===== config.mk =====
export PLATFORM = sky130hd
export DESIGN_NAME = dmem_arbiter_flat
export DESIGN_NICKNAME = d
export VERILOG_FILES = /design/src/rtl/dmem_arbiter_if.sv /design/src/rtl/dmem_arbiter.sv /design/src/flat_wrapper.sv
export SDC_FILE = /design/constraint.sdc
export NUM_CORES = 1
export LEC_CHECK = 0
export ABC_AREA = 1
export BUFFER_PORTS_ARGS = -buffer_cell sky130_fd_sc_hd__buf_4
export CAP_MARGIN = 10
export CORE_MARGIN = 8
export CORE_UTILIZATION = 42
export CTS_BUF_LIST = sky130_fd_sc_hd__clkbuf_16
export DETAILED_ROUTE_END_ITERATION = 8
export PLACE_DENSITY = 0.85
export SLEW_MARGIN = 10
export SYNTH_ARGS = -nofsm -noshare
export SYNTH_HDL_FRONTEND = slang
export SYNTH_SLANG_ARGS = --single-unit

===== constraint.sdc =====
create_clock -name clk_i -period 4 [get_ports clk_i]
set_input_delay 0.6 -clock clk_i [delete_from_list [all_inputs] [get_ports clk_i]]
set_output_delay 0.6 -clock clk_i [all_outputs]
set_load 0.01 [all_outputs]

===== src/rtl/dmem_arbiter_if.sv =====
// Bundle of requester, status and memory-side signals for the data memory arbiter.
// The arbiter takes the slave modport; requesters plus the memory model take master.
interface dmem_arbiter_if #(
    parameter int ADDR_W = 32,
    parameter int DATA_W = 32
);
    logic              req0_i;
    logic              we0_i;
    logic [ADDR_W-1:0] addr0_i;
    logic [DATA_W-1:0] wdata0_i;
    logic [DATA_W-1:0] rdata0_o;
    logic              ack0_o;

    logic              req1_i;
    logic              we1_i;
    logic [ADDR_W-1:0] addr1_i;
    logic [DATA_W-1:0] wdata1_i;
    logic [DATA_W-1:0] rdata1_o;
    logic              ack1_o;

    logic              busy_o;
    logic [ADDR_W-1:0] mem_addr_o;
    logic [DATA_W-1:0] mem_data_o;
    logic              mem_read_o;
    logic              mem_write_o;
    logic [DATA_W-1:0] mem_data_i;

    modport master (
        output req0_i, we0_i, addr0_i, wdata0_i,
        output req1_i, we1_i, addr1_i, wdata1_i,
        output mem_data_i,
        input  rdata0_o, ack0_o, rdata1_o, ack1_o,
        input  busy_o, mem_addr_o, mem_data_o, mem_read_o, mem_write_o
    );

    modport slave (
        input  req0_i, we0_i, addr0_i, wdata0_i,
        input  req1_i, we1_i, addr1_i, wdata1_i,
        input  mem_data_i,
        output rdata0_o, ack0_o, rdata1_o, ack1_o,
        output busy_o, mem_addr_o, mem_data_o, mem_read_o, mem_write_o
    );
endinterface


===== src/rtl/dmem_arbiter.sv =====
// Two-port round-robin arbiter for the shared data memory: one fixed-length
// strobe per grant, read data captured on the last strobe edge, one-cycle ack.
module dmem_arbiter #(
    parameter int LATENCY = 4,
    parameter int ADDR_W  = 32,
    parameter int DATA_W  = 32
) (
    input logic           clk_i,
    input logic           rst_i,
    dmem_arbiter_if.slave bus
);
    typedef enum logic [1:0] {IDLE, BUSY, RESP} state_e;

    localparam logic [3:0] CNT_INIT = 4'(LATENCY - 1);

    state_e            state_q, state_d;
    logic [3:0]        cnt_q, cnt_d;
    logic              last_q, last_d;
    logic              win_q, win_d;
    logic              we_q, we_d;
    logic [ADDR_W-1:0] addr_q, addr_d;
    logic [DATA_W-1:0] wdata_q, wdata_d;
    logic [DATA_W-1:0] rdata0_q, rdata0_d;
    logic [DATA_W-1:0] rdata1_q, rdata1_d;
    logic              pick;

    always_ff @(posedge clk_i or posedge rst_i) begin
        if (rst_i) begin
            state_q  <= IDLE;
            cnt_q    <= '0;
            last_q   <= 1'b1;
            win_q    <= 1'b0;
            we_q     <= 1'b0;
            addr_q   <= '0;
            wdata_q  <= '0;
            rdata0_q <= '0;
            rdata1_q <= '0;
        end else begin
            state_q  <= state_d;
            cnt_q    <= cnt_d;
            last_q   <= last_d;
            win_q    <= win_d;
            we_q     <= we_d;
            addr_q   <= addr_d;
            wdata_q  <= wdata_d;
            rdata0_q <= rdata0_d;
            rdata1_q <= rdata1_d;
        end
    end

    always_comb begin
        state_d  = state_q;
        cnt_d    = cnt_q;
        last_d   = last_q;
        win_d    = win_q;
        we_d     = we_q;
        addr_d   = addr_q;
        wdata_d  = wdata_q;
        rdata0_d = rdata0_q;
        rdata1_d = rdata1_q;
        pick     = 1'b0;
        case (state_q)
            IDLE: begin
                if (bus.req0_i || bus.req1_i) begin
                    // On a tie the port that did not win last time goes first.
                    pick    = (bus.req0_i && bus.req1_i) ? ~last_q : bus.req1_i;
                    win_d   = pick;
                    last_d  = pick;
                    we_d    = pick ? bus.we1_i    : bus.we0_i;
                    addr_d  = pick ? bus.addr1_i  : bus.addr0_i;
                    wdata_d = pick ? bus.wdata1_i : bus.wdata0_i;
                    cnt_d   = CNT_INIT;
                    state_d = BUSY;
                end
            end
            BUSY: begin
                if (cnt_q == 4'd0) begin
                    state_d = RESP;
                    if (!we_q) begin
                        if (win_q) rdata1_d = bus.mem_data_i;
                        else       rdata0_d = bus.mem_data_i;
                    end
                end else begin
                    cnt_d = cnt_q - 4'd1;
                end
            end
            RESP:    state_d = IDLE;
            default: state_d = IDLE;
        endcase
    end

    // Strobes and memory bus are decoded from registered state so reset clears them at once.
    logic in_busy;
    assign in_busy         = (state_q == BUSY);
    assign bus.mem_read_o  = in_busy & ~we_q;
    assign bus.mem_write_o = in_busy & we_q;
    assign bus.mem_addr_o  = in_busy ? addr_q  : '0;
    assign bus.mem_data_o  = in_busy ? wdata_q : '0;
    assign bus.ack0_o      = (state_q == RESP) & ~win_q;
    assign bus.ack1_o      = (state_q == RESP) & win_q;
    assign bus.busy_o      = (state_q != IDLE);
    assign bus.rdata0_o    = rdata0_q;
    assign bus.rdata1_o    = rdata1_q;
endmodule


===== src/flat_wrapper.sv =====
// flat-port wrapper written by rule: the top's interface ports become plain ports
module dmem_arbiter_flat 
#(
    parameter int LATENCY = 4,
    parameter int ADDR_W  = 32,
    parameter int DATA_W  = 32
)
  (clk_i, rst_i, bus_req0_i, bus_we0_i, bus_addr0_i, bus_wdata0_i, bus_req1_i, bus_we1_i, bus_addr1_i, bus_wdata1_i, bus_mem_data_i, bus_rdata0_o, bus_ack0_o, bus_rdata1_o, bus_ack1_o, bus_busy_o, bus_mem_addr_o, bus_mem_data_o, bus_mem_read_o, bus_mem_write_o);
  dmem_arbiter_if #(.ADDR_W(ADDR_W), .DATA_W(DATA_W)) bus_i ();
  input logic clk_i;
  input logic rst_i;
  input wire logic [$bits(bus_i.req0_i)-1:0] bus_req0_i;
  input wire logic [$bits(bus_i.we0_i)-1:0] bus_we0_i;
  input wire logic [$bits(bus_i.addr0_i)-1:0] bus_addr0_i;
  input wire logic [$bits(bus_i.wdata0_i)-1:0] bus_wdata0_i;
  input wire logic [$bits(bus_i.req1_i)-1:0] bus_req1_i;
  input wire logic [$bits(bus_i.we1_i)-1:0] bus_we1_i;
  input wire logic [$bits(bus_i.addr1_i)-1:0] bus_addr1_i;
  input wire logic [$bits(bus_i.wdata1_i)-1:0] bus_wdata1_i;
  input wire logic [$bits(bus_i.mem_data_i)-1:0] bus_mem_data_i;
  output wire logic [$bits(bus_i.rdata0_o)-1:0] bus_rdata0_o;
  output wire logic [$bits(bus_i.ack0_o)-1:0] bus_ack0_o;
  output wire logic [$bits(bus_i.rdata1_o)-1:0] bus_rdata1_o;
  output wire logic [$bits(bus_i.ack1_o)-1:0] bus_ack1_o;
  output wire logic [$bits(bus_i.busy_o)-1:0] bus_busy_o;
  output wire logic [$bits(bus_i.mem_addr_o)-1:0] bus_mem_addr_o;
  output wire logic [$bits(bus_i.mem_data_o)-1:0] bus_mem_data_o;
  output wire logic [$bits(bus_i.mem_read_o)-1:0] bus_mem_read_o;
  output wire logic [$bits(bus_i.mem_write_o)-1:0] bus_mem_write_o;
  assign bus_i.req0_i = bus_req0_i;
  assign bus_i.we0_i = bus_we0_i;
  assign bus_i.addr0_i = bus_addr0_i;
  assign bus_i.wdata0_i = bus_wdata0_i;
  assign bus_i.req1_i = bus_req1_i;
  assign bus_i.we1_i = bus_we1_i;
  assign bus_i.addr1_i = bus_addr1_i;
  assign bus_i.wdata1_i = bus_wdata1_i;
  assign bus_i.mem_data_i = bus_mem_data_i;
  assign bus_rdata0_o = bus_i.rdata0_o;
  assign bus_ack0_o = bus_i.ack0_o;
  assign bus_rdata1_o = bus_i.rdata1_o;
  assign bus_ack1_o = bus_i.ack1_o;
  assign bus_busy_o = bus_i.busy_o;
  assign bus_mem_addr_o = bus_i.mem_addr_o;
  assign bus_mem_data_o = bus_i.mem_data_o;
  assign bus_mem_read_o = bus_i.mem_read_o;
  assign bus_mem_write_o = bus_i.mem_write_o;
  dmem_arbiter #(.LATENCY(LATENCY), .ADDR_W(ADDR_W), .DATA_W(DATA_W)) u_core (.clk_i(clk_i), .rst_i(rst_i), .bus(bus_i));
endmodule

# Yosys cells after proc, flatten, opt, wreduce, memory -nomap -nowiden
# Cells that the tools add are included.
# op_classes
addsub,1
n_eq_ne,5
bitwise_logic,7
mux,12
reduce_logical,11
# op_table
operator,n
32-bit two-way mux,4
4-bit two-way mux,2
4-bit case mux with 2 select lines,1
4-bit AND reduction,2
1-bit AND,4
4-bit logical NOT,1
2-bit two-way mux,2
2-bit inequality test (second input constant),2
2-bit case mux with 2 select lines,1
2-bit AND reduction,2
2-bit nonzero test,2
4-bit by 1-bit subtractor with 4-bit output (second input constant),1
1-bit NOT,3
3-bit AND reduction,1
2-bit by 1-bit equality test with 1-bit output (second input constant),1
2-bit equality test (second input constant),1
2-bit logical NOT,1
1-bit two-way mux,2
2-bit by 1-bit inequality test with 1-bit output (second input constant),1
1-bit logical AND,1
1-bit logical OR,1
# word_totals
reg_bits,137
word_cells,45
output_inout_bits,133
in_bits,166

# Logic depth before layout (Yosys ltp)
# logic_depth
word_depth,3
depth_mapped,8
mapped_depth_nobuf,7

# Worst setup path before layout
# No wires, ideal clock.
# synth_timing
path_type,register to output
startpoint,reg u_core.state_q[0]
endpoint,out bus_mem_addr_o[0]
arrival_time_ns,1.109
path_stages_with_launch,5
slack_ns,2.291
required_ns,3.400
path_buffers,2
cell_sequence,dfrtp_1 -> nand2_2 -> buf_2 -> buf_1 -> nor2_1
# synth_between
elab_chain_cells,2
# synth_rtl
element,line,rtl
"start, declared",dmem_arbiter.sv:16,"state_e state_q, state_d;"
"start signal, assigned",dmem_arbiter.sv:39,state_q <= state_d;
2-bit by 1-bit equality test with 1-bit output,dmem_arbiter.sv:94,assign in_busy = (state_q == BUSY);
32-bit two-way mux,dmem_arbiter.sv:97,assign bus.mem_addr_o = in_busy ? addr_q : '0;
"end, declared",flat_wrapper.sv:26,output wire logic [$bits(bus_i.mem_addr_o)-1:0] bus_mem_addr_o;
# Every way passes these cells.

# Final worst setup path
# layout_timing
startpoint,reg u_core.state_q[0]
endpoint,out bus_mem_data_o[20]
# layout_between
elab_chain_cells,2
# layout_rtl
element,line,rtl
2-bit by 1-bit equality test with 1-bit output,dmem_arbiter.sv:94,
32-bit two-way mux,dmem_arbiter.sv:98,assign bus.mem_data_o = in_busy ? wdata_q : '0;
"end, declared",flat_wrapper.sv:27,output wire logic [$bits(bus_i.mem_data_o)-1:0] bus_mem_data_o;
# Every way passes these cells.

==> metrics.yaml <==
synthesis:
  synth-simple-area-share_pct: 25.9
  synth_top_family_by_area: "simple AND/OR/NAND/NOR gates"
  synth_top_area_share_pct: 54.0
  yosys-mux-area-fraction_pct: 0
  yosys-top-cells-count: "nand2_1, nor2_1, dfrtp_1"
  avgSynthCellArea_sq_um: 7.70
  ys_seq_area_share_pct: 54.4
  synth-edff-count: 0
  synth_top_cell_by_area: "dfrtp_1"
  synth_cells: 818
  yosys.area_share.adder_pct: 0.199
  yosysMostFrequentCell: "nand2_1"
  synth_compound_area_share_pct: 10.9
  synthFlopType: "dfrtp_1"
  synth-seq-cells: 137
  synth_fp_nets: 985
  synthTopCellsByArea: "dfrtp_1, nand2_1, o21ai_1, nor2_1, inv_1"
  synthArstFlopShare_pct: 100
  netlist_area_sq_mm: 0.00630
  synth_cell_type_count: 22
  synth-xor-area-share_pct: 0.139
  ys.warnings.count: 0
layout:
  multi_input_area_sq_mm: 0.00235
  final.fill_count: 1252
  fin_cells: 1292
  fin_nets: 1262
  areaGrowthSynthToFinish_pct: 46.4
  final_util_pct: 63.2
  seq_area_sq_mm: 0.00343
  final_area_sq_mm: 0.00923
  antenna_cells: 0
  drive_above_1_share_pct: 31.9
placed_design:
  gp_congestion: 0.782
  dp_hpwl_um: 15400
  portBuffers: 298
  postPlaceCellArea_sq_mm: 0.00861
  placed_cells_incl_taps: 1258
  pre_cts_ws_ps: 1660
critical_path:
  arrival_ps: 1900
  worst_setup_path_end_kind: "output port"
  path_cells: "nand2_2, buf_4, nor2_1, buf_4"
  startpoint_type: "flop"
  cp.required_ps: 3400
  worstSetupPathType: "reg -> out"
  crit_top_cell: "buf_4"
  cp_slowest_cell: "buf_4"
  worstRegToRegCells: 8
  cp_slowest_stage_delay_ps: 590
  cp_max_fo: 67
sta:
  worst_slack_ps: 1500
  finalCriticalPeriod_ps: 2500
  max_freq_ghz: 0.400
  worst_pin_slew_ps: 1050
  setup-tns-final_ps: 0
  maxSlewViolCount: 0
  setup-violations-final: 0
  hold_slack_ps: 361
  relSlewSlack_pct: 30.0
  fin_worst_skew_ps: 8.73
  finalCritPeriodShare_pct: 62.4
  rsz0062_at_grt: "no"
  hold_viol: 0
global_route:
  grt_max_degree: 138
  overflow: 0
  grt_antenna_before_repair: 0
  grt.total_usage_pct: 21.9
  grt_pass1_wl_um: 34200
  grt_pass1_vias: 6419
floorplanning:
  dieArea_sq_mm: 0.0192
  die_height_um: 138
  core.rowCount: 44
  initial_utilization_pct: 43.2
  io_pins: 299
  die_w_um: 138
  coreArea_sq_mm: 0.0146
clock_network:
  post_cts_buffers: 0
  clkLatencyLatePin_ps: 420
  clk_pin_slew_ps: 60
  cts_buffer_depth: 2
  cts.htree.levels: 4
  cts_buffers: 17
  clock-root-buffer: "clkbuf_16"
  clock-sinks: 137
  cts_resized: 0
  holdBufCountCts: 0
  cts_tree: "done"
power_and_ir_drop:
  p_per_area_mw_per_mm2: 831
  p_total_mw: 7.67
  ir_worst_vdd_mv: 0.335
  p_leak_nw: 4.95
detailed_routing:
  drc: 0
  drt_pass1_iterations: 5
  vias: 6453
  wirelength_um: 21400
  via_per_inst: 4.99
  drtIter0Drc: 339
  antenna_left: 0
  drt-wirelength-per-cell_um: 16.6
status:
  status: "finished clean"
worst_hold_path:
  hold_path_class: "in -> async"
run:
  cap_violations: 0
cells by family (layout without fill, tap and decap cells):
family	after synthesis	count (layout)
xor+xnor	1	1
simple gates	416	416
compound gates	137	137
buf+inv	126	416
flops	137	137
fa+ha+maj	1	1
cell usage in the layout, fill, tap and decap left out, types with 2 or more instances in the layout:
| cell type | instances |
|---|---|
| o21ai_0 | 14 |
| o21ai_1 | 121 |
| buf_4 | 305 |
| nand2_2 | 2 |
| nand3_1 | 36 |
| inv_2 | 4 |
| clkinvlp_4 | 3 |
| nor2_1 | 136 |
| nor2_2 | 3 |
| clkbuf_16 | 17 |
| nor3_1 | 2 |
| buf_8 | 2 |
| inv_1 | 71 |
| dfrtp_1 | 136 |
| inv_8 | 4 |
| inv_6 | 6 |
| nand2_1 | 235 |
final cells by class:
type	instances	area share [%]
clock buffers	17	4.61
clock inverters	15	1.70
inverters	76	3.13
multi-input cells	555	25.5
flip-flops and latches	137	37.2
well taps	184	2.50
repair buffers	308	25.4
state kept, by name, indices dropped and copies added (netlist names):
| name | flops |
|---|---|
| u_core.bus.rdata0_o | 32 |
| u_core.last_q | 1 |
| u_core.win_q | 1 |
| u_core.bus.rdata1_o | 32 |
| u_core.we_q | 1 |
| u_core.addr_q | 32 |
| u_core.state_q | 2 |
| u_core.cnt_q | 4 |
| u_core.wdata_q | 32 |
final timing paths:
kind,slack (ps),startpoint,to
setup / recovery,1500,u_core.state_q[0],bus_mem_data_o[20]
hold / removal,360,rst_i,u_core.bus.rdata1_o[21]
setup reg to reg,1900,u_core.cnt_q[0],u_core.bus.rdata0_o[22]
hold reg to reg,470,u_core.bus.rdata0_o[26],u_core.bus.rdata0_o[26]
max in group asynchronous,3020,rst_i,u_core.addr_q[30]
min in group clk_i,390,bus_mem_data_i[4],u_core.bus.rdata1_o[4]
per-layer routing:
metal	wire length, um	track usage, %	vias up	part of all wire [%]
li1	-	-	3102	-
met1	8360	25.9	3031	39
met2	10500	36.0	293	49
met3	2230	8.49	27	10
met4	382	7.09	0	1.8
met5	0	0	-	0
worst max-delay path: cells and delay by family (launching register included):
kind | cells | cell delay (ps)
buffers and inverters | 2 | 780
flip-flops | 1 | 410
AND/OR/NAND/NOR | 2 | 240
power by group:
part | switching [mW] | internal, mW | leakage, nW
combinational | 2.01 | 1.57 | 3.02
sequential | 0.438 | 2.10 | 1.65
clock | 0.672 | 0.884 | 0.283
total | 3.12 | 4.55 | 4.95
No activity file was read; power rests on OpenSTA's default activity.
